==> src/rtl/word_pair_packer.sv <==
// word_pair_packer
//   Receives a stream of single DATA_W words and packs consecutive pairs into
//   one 2*DATA_W beat laid out as {hi,lo}, where lo is the earlier word.
//   A frame with an odd word count ends in a half beat: mask 01 and the hi
//   half is zero-filled.
//   The output stage holds one beat. While it is occupied, a new word is
//   accepted only in a cycle where that beat retires, so a word never
//   overwrites a beat that has not been taken.
//   phase and finish report the packing phase and the end-of-frame handoff
//   to the controlling FSM.

module word_pair_packer #(
  parameter int DATA_W = 8,
  parameter int CNT_W  = 16
) (
  input  logic                  clk,
  input  logic                  reset,
  input  logic                  in_valid,
  input  logic [DATA_W-1:0]     in_data,
  input  logic                  in_last,
  output logic                  in_ready,
  output logic                  out_valid,
  output logic [2*DATA_W-1:0]   out_data,
  output logic [1:0]            out_mask,
  output logic                  out_last,
  input  logic                  out_ready,
  output logic                  phase,
  output logic [CNT_W-1:0]      pair_count,
  output logic                  finish
);

  // LO: waiting for the first word of a pair.
  // HI: lo word held, waiting for its partner.
  // FULL: a packed beat is presented downstream.
  typedef enum logic [1:0] {
    ST_LO   = 2'd0,
    ST_HI   = 2'd1,
    ST_FULL = 2'd2
  } state_t;

  state_t                r_state;
  state_t                w_state_nxt;

  logic [DATA_W-1:0]     r_lo;
  logic [DATA_W-1:0]     w_lo_nxt;
  logic                  r_out_valid;
  logic                  w_out_valid_nxt;
  logic [2*DATA_W-1:0]   r_out_data;
  logic [2*DATA_W-1:0]   w_out_data_nxt;
  logic [1:0]            r_out_mask;
  logic [1:0]            w_out_mask_nxt;
  logic                  r_out_last;
  logic                  w_out_last_nxt;
  logic                  r_phase;
  logic                  w_phase_nxt;
  logic [CNT_W-1:0]      r_pair_count;
  logic [CNT_W-1:0]      w_pair_count_nxt;
  logic                  r_finish;
  logic                  w_finish_nxt;

  logic                  w_in_ready;
  logic                  w_in_acc;
  logic                  w_out_acc;
  logic                  w_lo_slot;

  // Handshake decode: in FULL the input is only open when the beat retires.
  always_comb begin
    w_in_ready = 1'b1;
    if (r_state == ST_FULL) begin
      w_in_ready = out_ready;
    end else begin
      w_in_ready = 1'b1;
    end
    w_in_acc  = in_valid & w_in_ready;
    w_out_acc = r_out_valid & out_ready;
    // A word taken in LO, or in FULL while the beat retires, is a lo word.
    w_lo_slot = (r_state == ST_LO) | ((r_state == ST_FULL) & out_ready);
  end

  // State register.
  always_ff @(posedge clk or posedge reset) begin
    if (reset) begin
      r_state <= ST_LO;
    end else begin
      r_state <= w_state_nxt;
    end
  end

  // Next-state logic.
  always_comb begin
    w_state_nxt = r_state;
    case (r_state)
      ST_LO: begin
        if (w_in_acc) begin
          w_state_nxt = in_last ? ST_FULL : ST_HI;
        end else begin
          w_state_nxt = ST_LO;
        end
      end
      ST_HI: begin
        if (w_in_acc) begin
          w_state_nxt = ST_FULL;
        end else begin
          w_state_nxt = ST_HI;
        end
      end
      ST_FULL: begin
        if (!out_ready) begin
          w_state_nxt = ST_FULL;
        end else if (w_in_acc) begin
          w_state_nxt = in_last ? ST_FULL : ST_HI;
        end else begin
          w_state_nxt = ST_LO;
        end
      end
      default: begin
        w_state_nxt = ST_LO;
      end
    endcase
  end

  // Output next-values: beat loading, lo capture, frame counter, finish.
  always_comb begin
    w_lo_nxt         = r_lo;
    w_out_data_nxt   = r_out_data;
    w_out_mask_nxt   = r_out_mask;
    w_out_last_nxt   = r_out_last;
    w_pair_count_nxt = r_pair_count;
    w_finish_nxt     = 1'b0;
    w_out_valid_nxt  = (w_state_nxt == ST_FULL);
    w_phase_nxt      = (w_state_nxt == ST_HI);

    if (w_in_acc && w_lo_slot) begin
      if (in_last) begin
        // Lone last word: half beat, hi half zero-filled.
        w_out_data_nxt = {{DATA_W{1'b0}}, in_data};
        w_out_mask_nxt = 2'b01;
        w_out_last_nxt = 1'b1;
      end else begin
        w_lo_nxt = in_data;
      end
    end else if (w_in_acc && (r_state == ST_HI)) begin
      w_out_data_nxt = {in_data, r_lo};
      w_out_mask_nxt = 2'b11;
      w_out_last_nxt = in_last;
    end else begin
      w_lo_nxt = r_lo;
    end

    if (w_out_acc) begin
      if (r_out_last) begin
        w_pair_count_nxt = {CNT_W{1'b0}};
        w_finish_nxt     = 1'b1;
      end else begin
        w_pair_count_nxt = r_pair_count + {{(CNT_W-1){1'b0}}, 1'b1};
      end
    end else begin
      w_pair_count_nxt = r_pair_count;
    end
  end

  // Output and holding registers.
  always_ff @(posedge clk or posedge reset) begin
    if (reset) begin
      r_lo         <= {DATA_W{1'b0}};
      r_out_valid  <= 1'b0;
      r_out_data   <= {(2*DATA_W){1'b0}};
      r_out_mask   <= 2'b00;
      r_out_last   <= 1'b0;
      r_phase      <= 1'b0;
      r_pair_count <= {CNT_W{1'b0}};
      r_finish     <= 1'b0;
    end else begin
      r_lo         <= w_lo_nxt;
      r_out_valid  <= w_out_valid_nxt;
      r_out_data   <= w_out_data_nxt;
      r_out_mask   <= w_out_mask_nxt;
      r_out_last   <= w_out_last_nxt;
      r_phase      <= w_phase_nxt;
      r_pair_count <= w_pair_count_nxt;
      r_finish     <= w_finish_nxt;
    end
  end

  assign in_ready   = w_in_ready;
  assign out_valid  = r_out_valid;
  assign out_data   = r_out_data;
  assign out_mask   = r_out_mask;
  assign out_last   = r_out_last;
  assign phase      = r_phase;
  assign pair_count = r_pair_count;
  assign finish     = r_finish;

endmodule

==> config.mk <==
export PLATFORM = sky130hd
export DESIGN_NAME = word_pair_packer
export DESIGN_NICKNAME = d
export VERILOG_FILES = /design/src/rtl/word_pair_packer.sv
export SDC_FILE = /design/constraint.sdc
export NUM_CORES = 1
export LEC_CHECK = 0
export ABC_CLOCK_PERIOD_IN_PS = 3900
export BUFFER_PORTS_ARGS = -buffer_cell sky130_fd_sc_hd__buf_2
export CAP_MARGIN = 15
export CELL_PAD_IN_SITES_DETAIL_PLACEMENT = 1
export CELL_PAD_IN_SITES_GLOBAL_PLACEMENT = 1
export CORE_MARGIN = 5
export CORE_UTILIZATION = 44
export CTS_CLUSTER_DIAMETER = 30
export DETAILED_ROUTE_END_ITERATION = 6
export GPL_ROUTABILITY_DRIVEN = 0
export PLACE_DENSITY_LB_ADDON = 0.05
export SYNTH_ARGS = -nofsm -noshare
export SYNTH_HDL_FRONTEND = slang
export SYNTH_SLANG_ARGS = --single-unit
==> constraint.sdc <==
create_clock -name clk -period 3.9 [get_ports clk]
set_input_delay 0.39 -clock clk [delete_from_list [all_inputs] [get_ports clk]]
set_output_delay 0.39 -clock clk [all_outputs]
set_load 0.1 [all_outputs]
# Yosys cells after proc, flatten, opt, wreduce, memory -nomap -nowiden
# Cells that the tools add are included.
[totals] output_inout_bits=39 word_cells=44 register_bits=48
[op_classes] eq_ne=5 addsub=1 reduce_logical=6 bitwise_logic=5 n_mux=18
[ops] operator="$mux 16" n=4
[ops] operator="$add 16x1->16 const B" n=1
[ops] operator="$mux 2" n=7
[ops] operator="$mux 1" n=6
[ops] operator="$pmux 2 s3" n=1
[ops] operator="$eq 2x1->1 const B" n=2
[ops] operator="$eq 2x2->1 const B" n=2
[ops] operator="$reduce_and 2->1" n=2
[ops] operator="$and 1x1->1" n=3
[ops] operator="$logic_and 1x1->1" n=2
[ops] operator="$logic_not 2->1" n=1
[ops] operator="$ne 2x2->1 const B" n=1
[ops] operator="$reduce_bool 2->1" n=1
[ops] operator="$not 1->1" n=1
[ops] operator="$or 1x1->1" n=1

# Logic depth before layout (Yosys ltp)
# Gate-level depths: netlist (run 1).
[depth] word_depth=7 ltp_mapped=6 ltp_nobuf=5

# Worst setup path after synthesis (run 1)
# No wires, ideal clock.
[synth_timing] kind="reg-to-reg" startpoint="register r_pair_count[0], in the netlist pair_count[0]" endpoint="register r_pair_count[14], in the netlist pair_count[14]" period_less_slack_ps=2170 slack_ps=1730 arrival_ps=2044 stages_incl_launch_ff=6 cell_sequence="dfrtp_1 ha_1 and2_1 nand2_1 o31a_1 a221o_1"
[synth_via] elab_chain_cells=2
[synth_rtl] element="from (decl)" line_no="56" rtl="logic [CNT_W-1:0] r_pair_count;"
[synth_rtl] element="from (signal assigned)" line_no="171" rtl="r_pair_count <= {CNT_W{1'b0}};"
[synth_rtl] element="from (signal assigned)" line_no="180" rtl="r_pair_count <= w_pair_count_nxt;"
[synth_rtl] element="$add 16x1->16" line_no="155" rtl="w_pair_count_nxt = r_pair_count + {{(CNT_W-1){1'b0}}, 1'b1};"
[synth_rtl] element="$mux 16" line_no="151" rtl="if (r_out_last) begin"
# Every way passes these cells.
# A chain may end at the register's enable or synchronous reset.

# Final worst setup path (run 1)
[layout_timing] startpoint="register r_out_last, in the netlist out_last" endpoint="output port out_last"
[layout_rtl] element="from (decl)" line_no="52" rtl="logic r_out_last;"
[layout_rtl] element="from (signal assigned)" line_no="178" rtl="r_out_last <= w_out_last_nxt;"
[layout_rtl] element="to (decl)" line_no="25" rtl="output logic out_last,"
# No word-level cell between the ends.

==> flow_metrics.py, run 1 <==
metrics = {
    "floorplan": {
        "core-area_um2": 4820,
        "io_pins": 52,
        "die_area_um2": 6560,
        "die_w_um": 81.0,
        "initial_core_util": 0.460,
        "row_count": 25,
        "die_h_um": 81.0,
    },
    "logic_synthesis": {
        "synth-compound-area-share": 0.147,
        "synthSimpleGateAreaFrac": 0.170,
        "ys_seq_area_frac": 0.542,
        "synth_cells": 202,
        "synth_common_cells": "dfrtp_1 (48), nand2_1 (20), nor2_1 (17), mux2i_1 (11)",
        "syn_area_per_cell_um2": 11.0,
        "ys_types": 43,
        "synth_top_area_cell": "dfrtp_1",
        "synthesis.area_um2": 2220,
        "ys_dominant_reg_cell": "dfrtp_1",
        "syn-num-nets": 216,
        "synth_top_area_share": 0.542,
        "synthMuxAreaShare": 0.0954,
        "ys_ff_latch": 48,
        "yosys_warnings": 0,
        "ys_async_sr_fraction": 1.00,
        "ys_top_cells_by_area": "dfrtp_1 (54%), mux2i_1 (5.0%), mux2_2 (4.6%)",
        "synth_xor_area_frac": 0.0119,
        "synthAdderAreaFrac": 0.00564,
        "synth_top_family_by_area": "simple AND/OR/NAND/NOR gates",
        "synth-edff-count": 0,
        "synth.most_common_cell": "dfrtp_1",
    },
    "global_route": {
        "overflow": 0,
        "grt_pass1_wl_um": 8770,
        "antenna_found_initial": 0,
        "grt_max_degree": 49,
        "grt_pass1_vias": 1819,
        "grt_use_total": 0.174,
    },
    "layout": {
        "syn2layout_area_growth_pct": 19.0,
        "multiInputGateArea_um2": 953,
        "diodes": 0,
        "stdcell_area_um2": 2640,
        "seq_area_um2": 1200,
        "finalNetCount": 268,
        "drive_gt1_frac": 0.310,
        "fillers": 550,
    },
    "cts": {
        "cts_num_sinks": 48,
        "post-cts-setup-buffer-count": 0,
        "h-tree-depth": 2,
        "hold_buffers": 0,
        "cts_root_buffer": "clkbuf_8",
        "cts_buffers": 5,
        "cts_tree": "yes",
        "cts.path.max_buffers": 2,
        "cts.repair.resized": 0,
        "clk_pin_slew_ps": 90,
        "insertion_delay_ps": 300,
    },
    "worst_hold_path": {
        "hold_path.class": "primary input to async pin",
    },
    "timing": {
        "relSlewSlack": 0.443,
        "maxSlewViolCount": 0,
        "hold_viol": 0,
        "whs_ps": 131,
        "max_slew.worst_pin.slew_ps": 830,
        "min_period_over_period": 0.507,
        "finClkSkew_ps": 8.47,
        "rsz0062_at_grt": "false",
        "setup_violations": 0,
        "finalSetupTns_ps": 0,
        "setup_slack_ps": 1920,
        "min_period_ps": 1980,
        "fmax_mhz": 506,
    },
    "worst_setup_path": {
        "reg2reg_from": "out_valid$_DFF_PP0_",
        "crit_buf_inv": 1,
        "worstSetupEndpointType": "output port",
        "path_max_fanout": 19,
        "worstPathRequired_ps": 3510,
        "slowest_delay_ps": 740,
        "path_depth": 1,
        "rr_worst_depth": 4,
        "start_kind": "register",
        "critPathTopFamily": "flip-flops",
        "crit_arrival_ps": 1590,
        "crit_path_end": "out_last",
        "startpoint": "out_last$_DFFE_PP0P_",
        "cp_cell_sequence": "buf_2",
        "regToRegEndpoint": "pair_count[13]$_DFFE_PP0P_",
        "cp_slowest_cell": "dfrtp_1",
        "r2r_setup_slack_ps": 2060,
        "path_class": "register to output port",
    },
    "placement": {
        "place_hpwl_um": 3630,
        "placed_area_um2": 2520,
        "numPortBuffers": 51,
        "pre_cts_ws_ps": 1910,
    },
    "route": {
        "wl_per_cell_um": 16.1,
        "drt_iter0_markers": 43,
        "ant_nets": 0,
        "drc": 0,
        "finalWirelength_um": 5170,
        "vias": 1706,
        "drtPass1Iterations": 4,
        "drt-vias-per-instance": 5.30,
    },
    "pwr": {
        "power_leakage_nw": 1.26,
        "cellPowerDensity_nw_per_um2": 791,
        "ir_drop_mv": 0.492,
    },
    "job": {
        "cap_violations": 0,
    },
    "status": {
        "status": "completed",
    },
}
-- kinds of logic (layout without fill, tap and decap cells) --
family,Yosys count,in the layout
AOI/OAI and AO/OA,46,46
xor gates and xnor gates,3,3
adders and majority gates,1,1
buffers and inverters,13,66
DFF,48,48
muxes,20,20
and+or+nand+nor,71,71
-- flip-flops by register name, summed over array words and instances, names as in the netlist, 2 cells and up --
signal      flops
out_data       16
pair_count     16
r_lo            8
out_mask        2
r_state         2
-- stage by stage --
stage / util / power, W / std cells
final: 0.548 / 0.00208 / 322
after floorplan: - / 0.00161 / 202
after detailed placement: 0.523 / 0.00179 / 313
after global placement: 0.523 / 0.00178 / 313
after CTS: 0.542 / 0.00210 / 321
after global routing: 0.548 / 0.00219 / 322
-- area by class of cell --
class | count | area share
inverter | 5 | 0.00712
clock buffer | 8 | 0.0342
timing repair buffer | 53 | 0.110
multi-input combinational | 141 | 0.361
sequential | 48 | 0.455
tap | 67 | 0.0318
-- report_power, final --
| group | internal (W) | leakage (nW) | switching, W |
|---|---|---|---|
| logic | 0.000188 | 0.614 | 0.000855 |
| registers | 0.000616 | 0.600 | 0.000122 |
| clock network | 0.000145 | 0.0455 | 0.000160 |
-- cell usage in the layout (no fill, tap or decap), drive strengths merged, types with 4 or more instances in the layout --
cell type  instances
buf               53
dfrtp             48
nand2             20
nor2              17
o21ai             13
mux2i             11
a21oi             10
mux2               9
a22o               8
nor3               8
clkbuf             8
nand4              6
inv                5
nand2b             4
-- metal layers --
metal	global-route usage	up-vias	wire, um
met5	0	-	0
met3	0.0388	7	193
met2	0.309	33	2520
li1	-	825	-
met4	0.0608	0	80
met1	0.207	841	2370
-- how the worst min path moves through the flow --
stage | endpoint | slack [ps] | cells past startpoint
5_1_grt | pair_count[11]$_DFFE_PP0P_ | 170 | 2
3_3_place_gp | out_mask[0]$_DFFE_PP0P_ | 450 | 1
2_1_floorplan | r_lo[0]$_DFFE_PP0P_ | 480 | 1
3_5_place_dp | out_mask[0]$_DFFE_PP0P_ | 460 | 1
6_report | pair_count[11]$_DFFE_PP0P_ | 130 | 2
4_1_cts | r_state[0]$_DFF_PP0_ | 310 | 2
(Power assumes the default switching activity.)
==> run 2, diff against run 1 <==
--- a/config.mk
+++ b/config.mk
@@ -5,13 +5,13 @@
 export SDC_FILE = /design/constraint.sdc
 export NUM_CORES = 1
 export LEC_CHECK = 0
-export ABC_CLOCK_PERIOD_IN_PS = 3900
+export ABC_CLOCK_PERIOD_IN_PS = 1760
 export BUFFER_PORTS_ARGS = -buffer_cell sky130_fd_sc_hd__buf_2
 export CAP_MARGIN = 15
 export CELL_PAD_IN_SITES_DETAIL_PLACEMENT = 1
 export CELL_PAD_IN_SITES_GLOBAL_PLACEMENT = 1
 export CORE_MARGIN = 5
-export CORE_UTILIZATION = 44
+export CORE_UTILIZATION = 37
 export CTS_CLUSTER_DIAMETER = 30
 export DETAILED_ROUTE_END_ITERATION = 6
 export GPL_ROUTABILITY_DRIVEN = 0
==> constraint.sdc (replaced) <==
create_clock -name clk -period 1.76 [get_ports clk]
set_input_delay 0.176 -clock clk [delete_from_list [all_inputs] [get_ports clk]]
set_output_delay 0.176 -clock clk [all_outputs]
set_load 0.1 [all_outputs]
==> run 2 against run 1 <==
  * Total power rose by 120%
  * Die area rose by 16%
  * Sequential cell count did not move
  * Clock-buffer cell count shrank 1
  * Cell count increased by 5.0%
  * Register-to-register slack worse by 1900 ps
  * Setup slack lost 1800 ps
==> flow_metrics.py, run 2 (synthesis gave the netlist of run 1 again) <==
metrics = {
    "status": {
        "status": "completed",
    },
    "timing": {
        "maxSlewViolCount": 0,
        "setup_slack_ps": 128,
        "hold_viol": 0,
        "setup_violations": 0,
        "relSlewSlack": 0.593,
        "min_period_ps": 1630,
        "fmax_mhz": 613,
        "min_period_over_period": 0.927,
        "max_slew.worst_pin.slew_ps": 610,
        "finalSetupTns_ps": 0,
        "rsz0062_at_grt": "false",
        "finClkSkew_ps": 11.9,
    },
    "pwr": {
        "pwr-share-clk": 0.137,
        "internal_power_w": 0.00209,
        "cellPowerDensity_nw_per_um2": 1710,
        "power_leakage_nw": 1.27,
        "ir_drop_mv": 0.919,
        "swShare": 0.547,
        "power.total_w": 0.00462,
        "seqPwrFrac": 0.355,
        "combPwrFrac": 0.508,
        "netSwitchingPower_w": 0.00253,
    },
    "layout": {
        "final_core_util": 0.460,
        "syn2layout_area_growth_pct": 22.1,
        "most-common-layout-cells": "buf_2 (51), dfrtp_1 (32), nand2_1 (20)",
        "drive_gt1_frac": 0.399,
        "diodes": 0,
        "finalNetCount": 276,
        "final_common_cell": "buf_2",
    },
    "worst_hold_path": {
        "hold_path.class": "primary input to async pin",
    },
    "floorplan": {
        "die_area_um2": 7640,
        "row_count": 28,
        "initial_core_util": 0.377,
        "io_pins": 52,
        "die_h_um": 87.4,
        "die_w_um": 87.4,
        "core-area_um2": 5890,
    },
    "worst_setup_path": {
        "crit_path_end": "in_ready",
        "worstSetupEndpointType": "output port",
        "path_class": "register to output port",
        "path_max_fanout": 7,
        "startpoint": "r_state[1]$_DFF_PP0_",
        "reg2reg_from": "pair_count[5]$_DFFE_PP0P_",
        "crit_arrival_ps": 1460,
        "regToRegEndpoint": "pair_count[11]$_DFFE_PP0P_",
        "worstPathRequired_ps": 1580,
        "r2r_setup_slack_ps": 190,
        "rr_worst_depth": 4,
        "start_kind": "register",
    },
    "cts": {
        "cts_root_buffer": "clkbuf_8",
        "cts_buffers": 5,
        "cts_num_sinks": 48,
        "cts.path.max_buffers": 2,
        "post-cts-setup-buffer-count": 0,
        "h-tree-depth": 2,
        "cts_tree": "yes",
        "insertion_delay_ps": 300,
        "clk_pin_slew_ps": 90,
    },
    "global_route": {
        "met3_usage": 0.0378,
        "grt_util_met1": 0.208,
        "overflow": 0,
        "met2_usage": 0.266,
        "busiest_layer": "met2",
        "grt_max_degree": 49,
        "grt_pass1_vias": 1924,
        "grt_pass1_wl_um": 9550,
        "antenna_found_initial": 0,
        "grt_use_total": 0.160,
    },
    "route": {
        "wl_per_cell_um": 16.0,
        "drtPass1Iterations": 4,
        "ant_nets": 0,
        "drt_iter0_markers": 63,
        "drc": 0,
        "finalWirelength_um": 5410,
        "drt-vias-per-instance": 5.19,
        "vias": 1754,
    },
    "placement": {
        "numPortBuffers": 51,
        "place_hpwl_um": 3970,
        "pre_cts_ws_ps": 153,
    },
    "job": {
        "cap_violations": 0,
    },
}
==> run 2: area by class of cell <==
cell class / instances / area, um2
well taps: 75 / 93.8
multi-input cells: 141 / 962
flip-flops and latches: 48 / 1220
repair buffers: 61 / 330
clock inverters: 1 / 5.00
clock buffers: 7 / 76.3
inverters: 5 / 18.8
fillers: 679 / 3180
==> run 2: worst max-delay path, stage by stage (launching register included) <==
cell and delay (ps):
dfrtp_1 470, nor2b_1 200, nand2b_1 80, buf_2 420
==> run 2: what timing repair did <==
item | CTS | global route
resized for setup | 0 | 1
hold endpoints to repair | 0 | 0
hold buffers | 0 | 0
endpoints found under the setup margin | 0 | 1
==> run 2: per-layer routing <==
| metal | wire (um) | vias to the layer above |
|---|---|---|
| met2 | 2750 | 33 |
| li1 | - | 841 |
| met5 | 0 | - |
| met4 | 53 | 0 |
| met1 | 2390 | 875 |
| met3 | 223 | 5 |
==> run 2: worst min path at each step <==
stage	startpoint	slack, ps	depth (start not counted)	to
finish	reset	30	3	out_data[4]$_DFFE_PP0P_
global route	reset	90	3	out_mask[0]$_DFFE_PP0P_
CTS	reset	40	3	pair_count[13]$_DFFE_PP0P_
detailed placement	reset	380	3	out_data[5]$_DFFE_PP0P_
global placement	reset	380	3	out_mask[0]$_DFFE_PP0P_
floorplan	in_valid	280	1	phase$_DFF_PP0_
==> run 2: power by group through the flow <==
stage	sequential [W]	combinational, W	clock, W
after floorplan	0.00306	0.000516	0
after global placement	0.00165	0.00235	0
after detailed placement	0.00166	0.00237	0
after CTS	0.00164	0.00237	0.000673
after global routing	0.00169	0.00247	0.000719
final	0.00164	0.00235	0.000634
==> run 2: through the flow <==
| stage | area (um2) | hold WS (ps) | instances |
|---|---|---|---|
| finish | 2710 | 29.8 | 338 |
| global route | 2710 | 94.2 | 338 |
| CTS | 2700 | 43.1 | 338 |
| detailed placement | 2620 | 380 | 330 |
| global placement | 2620 | 379 | 330 |
| floorplan | 2240 | 284 | 202 |
==> run 3, diff against run 2 <==
--- a/config.mk
+++ b/config.mk
@@ -15,7 +15,9 @@
 export CTS_CLUSTER_DIAMETER = 30
 export DETAILED_ROUTE_END_ITERATION = 6
 export GPL_ROUTABILITY_DRIVEN = 0
+export MAX_ROUTING_LAYER = met4
 export PLACE_DENSITY_LB_ADDON = 0.05
+export REMOVE_ABC_BUFFERS = 1
 export SYNTH_ARGS = -nofsm -noshare
 export SYNTH_HDL_FRONTEND = slang
 export SYNTH_SLANG_ARGS = --single-unit
==> constraint.sdc (replaced) <==
create_clock -name clk -period 1.76 [get_ports clk]
set_input_delay 0.176 -clock clk [delete_from_list [all_inputs] [get_ports clk]]
set_output_delay 0.176 -clock clk [all_outputs]
set_load 0.01 [all_outputs]
==> run 3 against run 2 <==
  * Wire length increased by 0.70%
  * Core utilization increased by 0.68 points
  * Critical path depth unchanged
  * Cell count increased by 0.89%
  * Die area unchanged
  * First-iteration DRC count decreased by 25%
  * Worst hold slack improved by 95 ps
  * Global-route usage decreased by 0.12 points
  * Non-clock buffer count increased by 3
  * Combinational power decreased by 60%
  * Sequential cell count unchanged
==> flow_metrics.py, run 3 (synthesis gave the netlist of run 1 again) <==
metrics = {
    "pwr": {
        "swShare": 0.331,
        "power.total_w": 0.00334,
        "internal_power_w": 0.00224,
        "netSwitchingPower_w": 0.00111,
        "combPwrFrac": 0.285,
        "power_leakage_nw": 1.32,
        "ir_drop_mv": 0.585,
        "cellPowerDensity_nw_per_um2": 1220,
        "seqPwrFrac": 0.478,
        "pwr-share-clk": 0.237,
    },
    "timing": {
        "setup_slack_ps": 171,
        "hold_viol": 0,
        "whs_ps": 125,
        "finClkSkew_ps": 3.89,
        "relSlewSlack": 0.707,
        "rsz0062_at_grt": "false",
        "finalSetupTns_ps": 0,
        "setup_violations": 0,
        "maxSlewViolCount": 0,
        "max_slew.worst_pin.slew_ps": 440,
        "min_period_over_period": 0.903,
        "min_period_ps": 1590,
        "fmax_mhz": 629,
    },
    "status": {
        "status": "completed",
    },
    "cts": {
        "clk_pin_slew_ps": 90,
        "cts_buffers": 5,
        "h-tree-depth": 2,
        "cts_tree": "yes",
        "cts_num_sinks": 48,
        "insertion_delay_ps": 290,
        "cts_root_buffer": "clkbuf_8",
        "cts.path.max_buffers": 2,
    },
    "worst_setup_path": {
        "start_kind": "register",
        "path_max_fanout": 10,
        "crit_buf_inv": 0,
        "cp_slowest_cell": "dfrtp_1",
        "slowest_delay_ps": 470,
        "path_class": "register to register",
        "crit_arrival_ps": 1780,
        "worstPathRequired_ps": 1950,
        "critPathTopFamily": "simple AND/OR/NAND/NOR gates",
        "worstSetupEndpointType": "register",
        "cp_cell_sequence": "nor2_1 -> nand3_2 -> mux2_2",
    },
    "layout": {
        "finalNetCount": 279,
        "most-common-layout-cells": "buf_2 (51), dfrtp_1 (48), nand2_1 (20)",
        "drive_gt1_frac": 0.342,
        "syn2layout_area_growth_pct": 23.9,
        "diodes": 0,
        "final_common_cell": "buf_2",
    },
    "route": {
        "ant_nets": 0,
        "wl_met3_um": 194,
        "vias": 1768,
        "drt_iter0_markers": 47,
        "drt-vias-per-instance": 5.18,
        "dr.max_layer_used": "met4",
        "drc": 0,
        "finalWirelength_um": 5450,
        "drtPass1Iterations": 3,
        "wl_met2_um": 2720,
        "wl_per_cell_um": 16.0,
        "met1_length_um": 2490,
    },
    "worst_hold_path": {
        "hold_path.class": "primary input to register",
    },
    "global_route": {
        "grt_max_degree": 49,
        "antenna_found_initial": 0,
        "grt_pass1_vias": 1930,
        "grt_pass1_wl_um": 9250,
        "overflow": 0,
        "grt_use_total": 0.158,
    },
    "floorplan": {
        "core-area_um2": 5890,
        "initial_core_util": 0.377,
        "die_h_um": 87.4,
        "die_w_um": 87.4,
        "row_count": 28,
        "io_pins": 52,
        "die_area_um2": 7640,
    },
    "placement": {
        "place_hpwl_um": 3960,
        "pre_cts_ws_ps": 181,
        "numPortBuffers": 51,
    },
    "job": {
        "cap_violations": 0,
    },
}
## run 3: worst paths after layout
kind                                    startpoint                         to  slack [ps]  depth (start not counted)
setup / recovery              r_state[0]$_DFF_PP0_        r_lo[1]$_DFFE_PP0P_         170                          3
max in group asynchronous                    reset  pair_count[9]$_DFFE_PP0P_        1080                          4
min in group asynchronous                    reset  pair_count[6]$_DFFE_PP0P_         450                          4
hold / removal                            in_valid       r_state[0]$_DFF_PP0_         130                          2
hold reg to reg            out_mask[0]$_DFFE_PP0P_    out_mask[0]$_DFFE_PP0P_         480                          1
setup reg to reg              r_state[0]$_DFF_PP0_        r_lo[1]$_DFFE_PP0P_         170                          3
## run 3: power groups by stage
stage                     clock network, W  logic [W]  registers (W)
after floorplan                          0   0.000451        0.00170
final                             0.000793   0.000951        0.00160
after global placement                   0   0.000950        0.00162
after global routing              0.000872    0.00106        0.00165
after CTS                         0.000834   0.000976        0.00160
after detailed placement                 0   0.000971        0.00163
## run 3: layer usage
metal  vias up  GRT usage
met5         -          -
met4         0     0.0460
met3         4     0.0331
met2        33      0.268
met1       877      0.190
li1        854          -
## run 3: timing repair
| action | 4_1_cts | 5_1_grt |
|---|---|---|
| endpoints found under the hold margin | 48 | 0 |
| endpoints found under the setup margin | 0 | 0 |
| hold buffers | 1 | 0 |
| resized for setup | 0 | 0 |
| setup buffers | 0 | 0 |
## run 3: through the flow
step	instance area (um2)	utilization	cells
after floorplan	2170	-	194
after global placement	2630	0.447	332
after detailed placement	2630	0.447	332
after CTS	2750	0.467	341
after global routing	2750	0.467	341
final	2750	0.467	341
## run 3: cell type report
cell class | instances | area [um2]
Fill cell | 697 | 3140
Timing Repair Buffer | 64 | 368
Multi-Input combinational cell | 141 | 958
Clock buffer | 6 | 72.6
Inverter | 5 | 18.8
Clock inverter | 2 | 35.0
Tap cell | 75 | 93.8
Sequential cell | 48 | 1200
